<file path="config.mk">
export PLATFORM = sky130hd
export DESIGN_NAME = image_stream_gen
export DESIGN_NICKNAME = d
export VERILOG_FILES = /design/src/rtl/image_stream_gen.sv
export SDC_FILE = /design/constraint.sdc
export NUM_CORES = 1
export LEC_CHECK = 0
export ABC_AREA = 1
export BUFFER_PORTS_ARGS = -buffer_cell sky130_fd_sc_hd__clkbuf_2
export CAP_MARGIN = 20
export CORE_ASPECT_RATIO = 1.2
export CORE_MARGIN = 1
export CORE_UTILIZATION = 25
export CTS_BUF_LIST = sky130_fd_sc_hd__clkbuf_2
export CTS_CLUSTER_SIZE = 14
export DETAILED_ROUTE_END_ITERATION = 6
export PLACE_DENSITY = 0.48
export SLEW_MARGIN = 20
export SYNTH_ARGS = -nofsm -noshare
export SYNTH_HDL_FRONTEND = slang
export SYNTH_SLANG_ARGS = --single-unit
</file>
<file path="constraint.sdc">
create_clock -name clk -period 2.8 [get_ports clk]
set_input_delay 0.42 -clock clk [delete_from_list [all_inputs] [get_ports clk]]
set_output_delay 0.42 -clock clk [all_outputs]
set_load 0.03 [all_outputs]
</file>
<file path="src/rtl/image_stream_gen.sv">
// image_stream_gen: synthetic framed image-stream transmitter.
// Emits FRAME_START, per-row ROW_START / pixels / ROW_END, optional horizontal
// blanking, FRAME_END and a META_WORDS-long header region on the
// dvo/dtypeo/datao/meta_datao bus.
// Optional feature macro: IMAGE_STREAM_GEN_LFSR_EN (pattern 3 = 16-bit LFSR;
// when undefined no LFSR is built and pattern 3 produces the ramp).

`ifndef DTYPE_WIDTH
`define DTYPE_WIDTH 4
`endif
`ifndef DTYPE_FRAME_START
`define DTYPE_FRAME_START 4'd1
`endif
`ifndef DTYPE_FRAME_END
`define DTYPE_FRAME_END 4'd2
`endif
`ifndef DTYPE_ROW_START
`define DTYPE_ROW_START 4'd3
`endif
`ifndef DTYPE_ROW_END
`define DTYPE_ROW_END 4'd4
`endif
`ifndef DTYPE_PIXEL
`define DTYPE_PIXEL 4'd5
`endif
`ifndef DTYPE_HEADER
`define DTYPE_HEADER 4'd6
`endif

module image_stream_gen #(
  parameter int PIXEL_WIDTH    = 8,
  parameter int MAX_COLS_WIDTH = 11,
  parameter int MAX_ROWS_WIDTH = 11,
  parameter int META_WORDS     = 4
) (
  input  logic                      clk,
  input  logic                      resetb,
  input  logic                      enable,
  input  logic                      start,
  input  logic [MAX_COLS_WIDTH-1:0] num_cols,
  input  logic [MAX_ROWS_WIDTH-1:0] num_rows,
  input  logic [7:0]                hblank,
  input  logic [1:0]                pattern,
  output logic                      busy,
  output logic [15:0]               frame_count,
  output logic                      dvo,
  output logic [`DTYPE_WIDTH-1:0]   dtypeo,
  output logic [PIXEL_WIDTH-1:0]    datao,
  output logic [15:0]               meta_datao
);

  // Header index counter must be able to hold META_WORDS-1.
  localparam int META_W = (META_WORDS > 1) ? $clog2(META_WORDS) : 1;

  typedef enum logic [2:0] {
    ST_IDLE   = 3'd0,
    ST_FSTART = 3'd1,
    ST_RSTART = 3'd2,
    ST_PIX    = 3'd3,
    ST_REND   = 3'd4,
    ST_HBLANK = 3'd5,
    ST_FEND   = 3'd6,
    ST_META   = 3'd7
  } state_t;

  state_t                    state_r;
  logic [MAX_COLS_WIDTH-1:0] cols_r;
  logic [MAX_COLS_WIDTH-1:0] col_r;
  logic [MAX_ROWS_WIDTH-1:0] rows_r;
  logic [MAX_ROWS_WIDTH-1:0] row_r;
  logic [7:0]                hblank_r;
  logic [7:0]                hb_cnt_r;
  logic [1:0]                pattern_r;
  logic [META_W-1:0]         meta_k_r;
  logic [15:0]               frame_id_r;

  logic [PIXEL_WIDTH-1:0]    pixel_s;
  logic [31:0]               ramp_s;
  logic [31:0]               meta_idx_s;
  logic                      last_col_s;
  logic                      last_row_s;
  logic                      last_meta_s;
  logic                      accept_s;

`ifdef IMAGE_STREAM_GEN_LFSR_EN
  localparam logic [15:0] LFSR_SEED = 16'hACE1;

  logic [15:0] lfsr_r;
  logic [31:0] lfsr_ext_s;

  // One step of the Fibonacci LFSR, taps 16,14,13,11 (right-shifting form).
  function automatic logic [15:0] lfsr_next(input logic [15:0] s);
    logic fb;
    fb = s[0] ^ s[2] ^ s[3] ^ s[5];
    return {fb, s[15:1]};
  endfunction
`endif

  // Pixel value, end-of-row/frame/meta flags and start acceptance.
  always_comb begin
    ramp_s      = 32'(col_r) + 32'(row_r);
    meta_idx_s  = 32'(meta_k_r);
    last_col_s  = (col_r == (cols_r - MAX_COLS_WIDTH'(1'b1)));
    last_row_s  = (row_r == (rows_r - MAX_ROWS_WIDTH'(1'b1)));
    last_meta_s = (meta_k_r == META_W'(META_WORDS - 1));
    accept_s    = start && enable &&
                  (num_cols != {MAX_COLS_WIDTH{1'b0}}) &&
                  (num_rows != {MAX_ROWS_WIDTH{1'b0}});
`ifdef IMAGE_STREAM_GEN_LFSR_EN
    lfsr_ext_s  = {16'd0, lfsr_r};
`endif
    case (pattern_r)
      2'd0: pixel_s = ramp_s[PIXEL_WIDTH-1:0];
      2'd1: pixel_s = {PIXEL_WIDTH{1'b1}};
      2'd2: begin
        if (col_r[3] ^ row_r[3]) begin
          pixel_s = {PIXEL_WIDTH{1'b1}};
        end else begin
          pixel_s = {PIXEL_WIDTH{1'b0}};
        end
      end
`ifdef IMAGE_STREAM_GEN_LFSR_EN
      2'd3: pixel_s = lfsr_ext_s[PIXEL_WIDTH-1:0];
`else
      2'd3: pixel_s = ramp_s[PIXEL_WIDTH-1:0];
`endif
      default: pixel_s = ramp_s[PIXEL_WIDTH-1:0];
    endcase
  end

  // Frame sequencer: each state registers the bus word it emits and picks the next state.
  always_ff @(posedge clk) begin
    if (resetb) begin
      state_r     <= ST_IDLE;
      cols_r      <= {MAX_COLS_WIDTH{1'b0}};
      col_r       <= {MAX_COLS_WIDTH{1'b0}};
      rows_r      <= {MAX_ROWS_WIDTH{1'b0}};
      row_r       <= {MAX_ROWS_WIDTH{1'b0}};
      hblank_r    <= 8'd0;
      hb_cnt_r    <= 8'd0;
      pattern_r   <= 2'd0;
      meta_k_r    <= {META_W{1'b0}};
      frame_id_r  <= 16'd0;
      busy        <= 1'b0;
      frame_count <= 16'd0;
      dvo         <= 1'b0;
      dtypeo      <= {`DTYPE_WIDTH{1'b0}};
      datao       <= {PIXEL_WIDTH{1'b0}};
      meta_datao  <= 16'd0;
`ifdef IMAGE_STREAM_GEN_LFSR_EN
      lfsr_r      <= LFSR_SEED;
`endif
    end else if (!enable) begin
      // Abort: drop the frame silently, no FRAME_END, frame_count held.
      state_r    <= ST_IDLE;
      busy       <= 1'b0;
      dvo        <= 1'b0;
      dtypeo     <= {`DTYPE_WIDTH{1'b0}};
      datao      <= {PIXEL_WIDTH{1'b0}};
      meta_datao <= 16'd0;
    end else begin
      // Bus is idle unless the current state emits a word below.
      dvo        <= 1'b0;
      dtypeo     <= {`DTYPE_WIDTH{1'b0}};
      datao      <= {PIXEL_WIDTH{1'b0}};
      meta_datao <= 16'd0;
      case (state_r)
        ST_IDLE: begin
          if (accept_s) begin
            cols_r     <= num_cols;
            rows_r     <= num_rows;
            hblank_r   <= hblank;
            pattern_r  <= pattern;
            col_r      <= {MAX_COLS_WIDTH{1'b0}};
            row_r      <= {MAX_ROWS_WIDTH{1'b0}};
            meta_k_r   <= {META_W{1'b0}};
            frame_id_r <= frame_count;
            busy       <= 1'b1;
            state_r    <= ST_FSTART;
`ifdef IMAGE_STREAM_GEN_LFSR_EN
            lfsr_r     <= LFSR_SEED;
`endif
          end else begin
            busy <= 1'b0;
          end
        end
        ST_FSTART: begin
          dvo        <= 1'b1;
          dtypeo     <= `DTYPE_FRAME_START;
          meta_datao <= frame_id_r;
          state_r    <= ST_RSTART;
        end
        ST_RSTART: begin
          dvo        <= 1'b1;
          dtypeo     <= `DTYPE_ROW_START;
          meta_datao <= frame_id_r;
          state_r    <= ST_PIX;
        end
        ST_PIX: begin
          dvo        <= 1'b1;
          dtypeo     <= `DTYPE_PIXEL;
          datao      <= pixel_s;
          meta_datao <= frame_id_r;
`ifdef IMAGE_STREAM_GEN_LFSR_EN
          lfsr_r     <= lfsr_next(lfsr_r);
`endif
          if (last_col_s) begin
            col_r   <= {MAX_COLS_WIDTH{1'b0}};
            state_r <= ST_REND;
          end else begin
            col_r <= col_r + MAX_COLS_WIDTH'(1'b1);
          end
        end
        ST_REND: begin
          dvo        <= 1'b1;
          dtypeo     <= `DTYPE_ROW_END;
          meta_datao <= frame_id_r;
          if (hblank_r != 8'd0) begin
            // HBLANK lasts hb_cnt_r+1 cycles, i.e. exactly hblank_r.
            hb_cnt_r <= hblank_r - 8'd1;
            state_r  <= ST_HBLANK;
          end else if (last_row_s) begin
            state_r <= ST_FEND;
          end else begin
            row_r   <= row_r + MAX_ROWS_WIDTH'(1'b1);
            state_r <= ST_RSTART;
          end
        end
        ST_HBLANK: begin
          if (hb_cnt_r != 8'd0) begin
            hb_cnt_r <= hb_cnt_r - 8'd1;
          end else if (last_row_s) begin
            state_r <= ST_FEND;
          end else begin
            row_r   <= row_r + MAX_ROWS_WIDTH'(1'b1);
            state_r <= ST_RSTART;
          end
        end
        ST_FEND: begin
          dvo         <= 1'b1;
          dtypeo      <= `DTYPE_FRAME_END;
          meta_datao  <= frame_id_r;
          frame_count <= frame_count + 16'd1;
          meta_k_r    <= {META_W{1'b0}};
          state_r     <= ST_META;
        end
        ST_META: begin
          dvo        <= 1'b1;
          dtypeo     <= `DTYPE_HEADER;
          datao      <= meta_idx_s[PIXEL_WIDTH-1:0];
          meta_datao <= frame_id_r;
          if (last_meta_s) begin
            // busy drops here so a start in the next cycle is accepted.
            busy    <= 1'b0;
            state_r <= ST_IDLE;
          end else begin
            meta_k_r <= meta_k_r + META_W'(1'b1);
          end
        end
        default: begin
          busy    <= 1'b0;
          state_r <= ST_IDLE;
        end
      endcase
    end
  end

endmodule

</file>
### Word-level counts from Yosys, hierarchy flattened

Cells that the tools add are included.

| cells by class | value |
|---|---|
| add/sub/neg operators | 9 |
| multiply operators | 0 |
| div/mod/pow operators | 0 |
| $lt $le $gt $ge | 0 |
| equality and inequality tests | 21 |
| shifts and indexed selects | 0 |
| muxes and demuxes | 28 |
| bitwise operators | 3 |
| reduce and logical (&&, ||, !) cells | 26 |

Operators by type and width:

| kind | count |
|---|---|
| 2-to-1 mux 11 bit | 5 |
| one-hot mux 11 bit (3 select lines) | 1 |
| one-hot mux 8 bit (2 select lines) | 2 |
| 2-to-1 mux 8 bit | 3 |
| one-hot mux 3 bit (8 select lines) | 1 |
| one-hot mux 8 bit (3 select lines) | 1 |
| adder 11 x 1 -> 11 bit, second input constant | 2 |
| equality test 11 bit | 2 |
| one-hot mux 11 bit (2 select lines) | 1 |
| nonzero test 11 bit | 2 |
| subtractor 11 x 1 -> 11 bit, second input constant | 2 |
| 2-to-1 mux 3 bit | 6 |
| one-hot mux 3 bit (6 select lines) | 1 |
| adder 16 x 1 -> 16 bit, second input constant | 1 |
| inequality test 2 bit, second input constant | 8 |
| nonzero test 8 bit | 2 |
| subtractor 8 x 1 -> 8 bit, second input constant | 2 |
| equality test 3 bit, second input constant | 4 |
| AND reduction 4 bit | 3 |
| adder 8 bit | 1 |
| equality test 2 bit, second input constant | 3 |
| equality test 3 x 2 -> 1 bit, second input constant | 2 |
| one-hot mux 2 bit (3 select lines) | 1 |
| AND reduction 3 bit | 2 |
| 18 further kinds | 29 |

| storage, ports and cells | value |
|---|---|
| register bits | 129 |
| bits in latches | 0 |
| RAM bits | 0 |
| bits in read-only memories | 0 |
| output and inout port bits | 46 |
| memories kept | 0 |

### Longest topological paths before layout

| logic depth | value |
|---|---|
| depth after elaboration | 5 |
| depth in mapped cells | 17 |
| depth with buffers taken out | 17 |

### Worst setup path after synthesis

Ideal clock, no wire load.

| timing path | value |
|---|---|
| path kind | register to register |
| start | reg rows_r[0] |
| end | reg row_r[5] |
| library setup time | 0.070 ns |
| arrival time | 1.862 ns |
| required time | 2.730 ns |
| setup slack | 0.869 ns |
| cell stages (with the launch flop) | 17 |
| clock period less this slack | 1.931 ns |
| cell sequence | dfxtp_1 > clkinv_1 > ha_1 > inv_1 > nand2_1 > nand2_1 > nand2_1 > nor2_2 > nand2_1 > nor2_1 > nand2_1 > nor2_2 > nand2_2 > nand2_4 > buf_12 > nand2_2 > a21oi_2 |

| on the way | value |
|---|---|
| longest elaborated chain between the ends | 5 |
| elaborated cells between the ends (all ways) | 6 |

Ends and longest elaborated chain:

| element | line | RTL |
|---|---|---|
| from (decl) | 69 | `logic [MAX_ROWS_WIDTH-1:0] rows_r;` |
| from (signal assigned) | 137 | `rows_r <= {MAX_ROWS_WIDTH{1'b0}};` |
| from (signal assigned) | 171 | `rows_r <= num_rows;` |
| subtractor 11 x 1 -> 11 bit * | 104 | `last_row_s = (row_r == (rows_r - MAX_ROWS_WIDTH'(1'b1)));` |
| equality test 11 bit * | 104 |  |
| 2-to-1 mux 11 bit * | -- |  |
| 2-to-1 mux 11 bit, on equally long branches | -- |  |
| one-hot mux 11 bit (3 select lines) * | -- |  |
| to (signal assigned) | 138 | `row_r <= {MAX_ROWS_WIDTH{1'b0}};` |
| to (signal assigned) | 175 | `row_r <= {MAX_ROWS_WIDTH{1'b0}};` |
| to (signal assigned) | 225 | `row_r <= row_r + MAX_ROWS_WIDTH'(1'b1);` |
| to (decl) | 70 | `logic [MAX_ROWS_WIDTH-1:0] row_r;` |

Mark *: on every way between the ends. The rest lies on a longest branch, timed or not. The select of a mux whose other input is x is not followed.
A chain may end at the register's enable or synchronous reset.

### Final worst setup path

| timing path | value |
|---|---|
| start | reg rows_r[0] |
| end | reg row_r[9] |

Same word-level chain as after synthesis.

==> flow_metrics.tcl <==
set metrics [dict create \
    status "completed" \
    arrival_ns 2.95 \
    synthTopCellsByCount "140 x nand2_1, 130 x nor2_1, 128 x dfxtp_1, 119 x inv_1" \
    avgSynthCellArea_um2 7.05 \
    fin_nets 1078 \
    clockBufferDepth 2 \
    syn2layout_area_growth_pct 20.4 \
    hold_end "row_r[5]" \
    drt_iter0_drc 208 \
    tns_ns 0 \
    syn_area_um2 6420 \
    post_synth_num_cell_types 41 \
    r2r_cells 14 \
    cts.sinks 128 \
    synth_top_area_cell "dfxtp_1" \
    synth.most_common_cell "nand2_1" \
    cp_slowest_stage_delay_ns 0.40 \
    io_buffers 80 \
    crit_slowest_cell "dfxtp_1" \
    dr.pass1.iters 4 \
    max_freq_mhz 429 \
    yosys-top-cells-area "dfxtp_1 40%, nand2_1 8.2%, nor2_1 7.6%, inv_1 7.0%, a21oi_1 6.2%" \
    rr_startpoint "rows_r[0]" \
    cellLeakagePower_nw 3.34 \
    setup_slack_ns 0.468 \
    clk_pin_slew_ns 0.24 \
    holdBufCountCts 32 \
    crit_type "flop to flop" \
    worst_slew_pin_slew_ns 0.577 \
    numCtsBuffers 17 \
    io_pins 82 \
    ir_worst_vdd_mv 0.213 \
    antenna_left 0 \
    setup_viol 0 \
    powerDensity_nw_per_um2 471 \
    vias_per_cell 4.40 \
    post_cts_buffers 0 \
    cts-resized-gates 0 \
    drv_slew 0 \
    netlist_instances 911 \
    synth_nets 964 \
    grt_max_degree 40 \
    min_delay_path_depth 5 \
    reg2reg_slack_ns 0.47 \
    path_max_fanout 13 \
    dpl.hpwl_um 12800 \
    synth_ff_type "dfxtp_1" \
    grt_use_total 0.135 \
    endpoint_kind "flop" \
    chipWidth_um 148 \
    synth_top_area_frac 0.399 \
    worst-path-buf-inv 2 \
    routed_wl_um 17000 \
    die_area_um2 26300 \
    async_flop_share 0 \
    grt-ovfl-total 0 \
    maxCapViolations 0 \
    synth_edf_count 0 \
    r2r-end "row_r[9]" \
    final_cell_area_um2 7730 \
    clockRootBuffer "clkbuf_2" \
    grt_first_pass_wirelength_um 27900 \
    relSlewSlack 0.615 \
    critical_path_required_ns 3.42 \
    drc_errors 0 \
    postSynthRegisterBits 128 \
    std_cell_rows 63 \
    critPathTopFamily "simple AND/OR/NAND/NOR gates" \
    place_area_um2 7190 \
    wl_per_cell_um 12.5 \
    die_h_um 178 \
    clk_latency_ns 0.73 \
    vias 6006 \
    finalClockSkew_ns 0.0414 \
    start_kind "flop" \
    cts_max_level 4 \
    min_path_type "input pin to flop" \
    layout-drive-gt1-share 0.155 \
    yosysSeqAreaShare 0.399 \
    crit_top_cell "nand2_1" \
    min_period_over_period 0.833 \
    antenna_found_initial 1 \
    grt_pass1_vias 5697 \
    gp_congestion 0.789 \
    period_needed_ns 2.33 \
    hold_viol 0 \
    crit_chain "clkinv_1, ha_1, nand2_1, nor2_1, nand2_1, nand2_1, nand2_1, nand2_1, nor2_1, nand2_2, nand2_4, inv_1, nand2_1, a21oi_2" \
    ys_warn_count 0 \
    dp_slack_ns 0.505 \
    start_util 0.257 \
    cts_tree "done" \
    rsz0062_at_grt "no" \
    min_from "enable" \
    core_um2 25000 \
]
[metal layers]
metal	routed length [µm]	GRT usage	part of all wire	vias to the layer above
met5	0	0	0	-
met4	393	0.0515	0.023	0
met3	712	0.0370	0.042	23
met2	8120	0.229	0.48	95
met1	7810	0.160	0.46	2702
li1	-	-	-	3186
[worst min-delay path, cell delays in order]
cell      delay [ns]
clkbuf_2        0.12
nand2_1         0.10
nor2_2          0.08
nand4_1         0.10
a21oi_2         0.05
[stage by stage]
stage | power (mW) | utilization | hold WS, ns | instances
after floorplan | 2.38 | - | 0.405 | 911
after global placement | 2.53 | 0.288 | 0.418 | 1299
after detailed placement | 2.53 | 0.288 | 0.417 | 1299
after CTS | 3.71 | 0.309 | 0.0597 | 1363
after global routing | 3.89 | 0.309 | 0.0887 | 1364
final | 3.64 | 0.309 | 0.150 | 1364
[logic make-up after synthesis]
logic type | count (synthesis) | synth area share
compound gates | 189 | 0.158
xor+xnor | 32 | 0.0458
fa+ha+maj | 17 | 0.0343
buf+inv | 148 | 0.0916
flops | 128 | 0.399
other cells | 1 | 0.000584
simple gates | 396 | 0.271
[registers in the layout (all words and copies together) (netlist names)]
| name | flops |
|---|---|
| row_r | 11 |
| meta_datao | 16 |
| meta_k_r | 2 |
| rows_r | 11 |
| state_r | 3 |
| cols_r | 11 |
| datao | 8 |
| col_r | 11 |
| pattern_r | 2 |
| frame_count | 16 |
| frame_id_r | 16 |
| hblank_r | 8 |
| hb_cnt_r | 8 |
| dvo | 1 |
| dtypeo | 3 |
| busy | 1 |
[worst max path at each step]
| stage | from | end | slack (ns) | depth (start not counted) |
|---|---|---|---|---|
| 5_1_grt | rows_r[0] | row_r[8] | 0.20 | 14 |
| 2_1_floorplan | rows_r[0] | row_r[5] | 0.87 | 16 |
| 6_report | rows_r[0] | row_r[9] | 0.47 | 14 |
| 3_5_place_dp | rows_r[0] | row_r[9] | 0.51 | 14 |
| 4_1_cts | rows_r[0] | row_r[9] | 0.49 | 14 |
| 3_3_place_gp | rows_r[0] | row_r[8] | 0.59 | 16 |
[cell type report]
cell class	instances	area, µm²
fillers	2727	17300
inverters	121	457
diodes	1	2.50
well taps	325	407
clock inverters	14	131
clock buffers	18	90.1
flip-flops and latches	128	2560
repair buffers	122	808
multi-input cells	635	3270
[cells in the final DEF (no fill, tap or decap), drive strengths merged, types with 19 or more instances in the layout]
master / netlist / routed
xor2: 22 / 22
nand3: 61 / 61
nand2: 154 / 154
o21ai: 87 / 87
nor3: 19 / 19
dfxtp: 128 / 128
clkbuf: 18 / 98
inv: 120 / 126
nor2: 138 / 138
dlygate4sd3: 0 / 32
a21oi: 87 / 87
[report_power, final]
group	total, mW	leakage (nW)	internal, mW	switching, mW
Sequential	1.94	1.04	1.89	0.0514
Combinational	0.585	2.16	0.229	0.356
Clock	1.12	0.137	0.342	0.778
(Power assumes the default switching activity.)
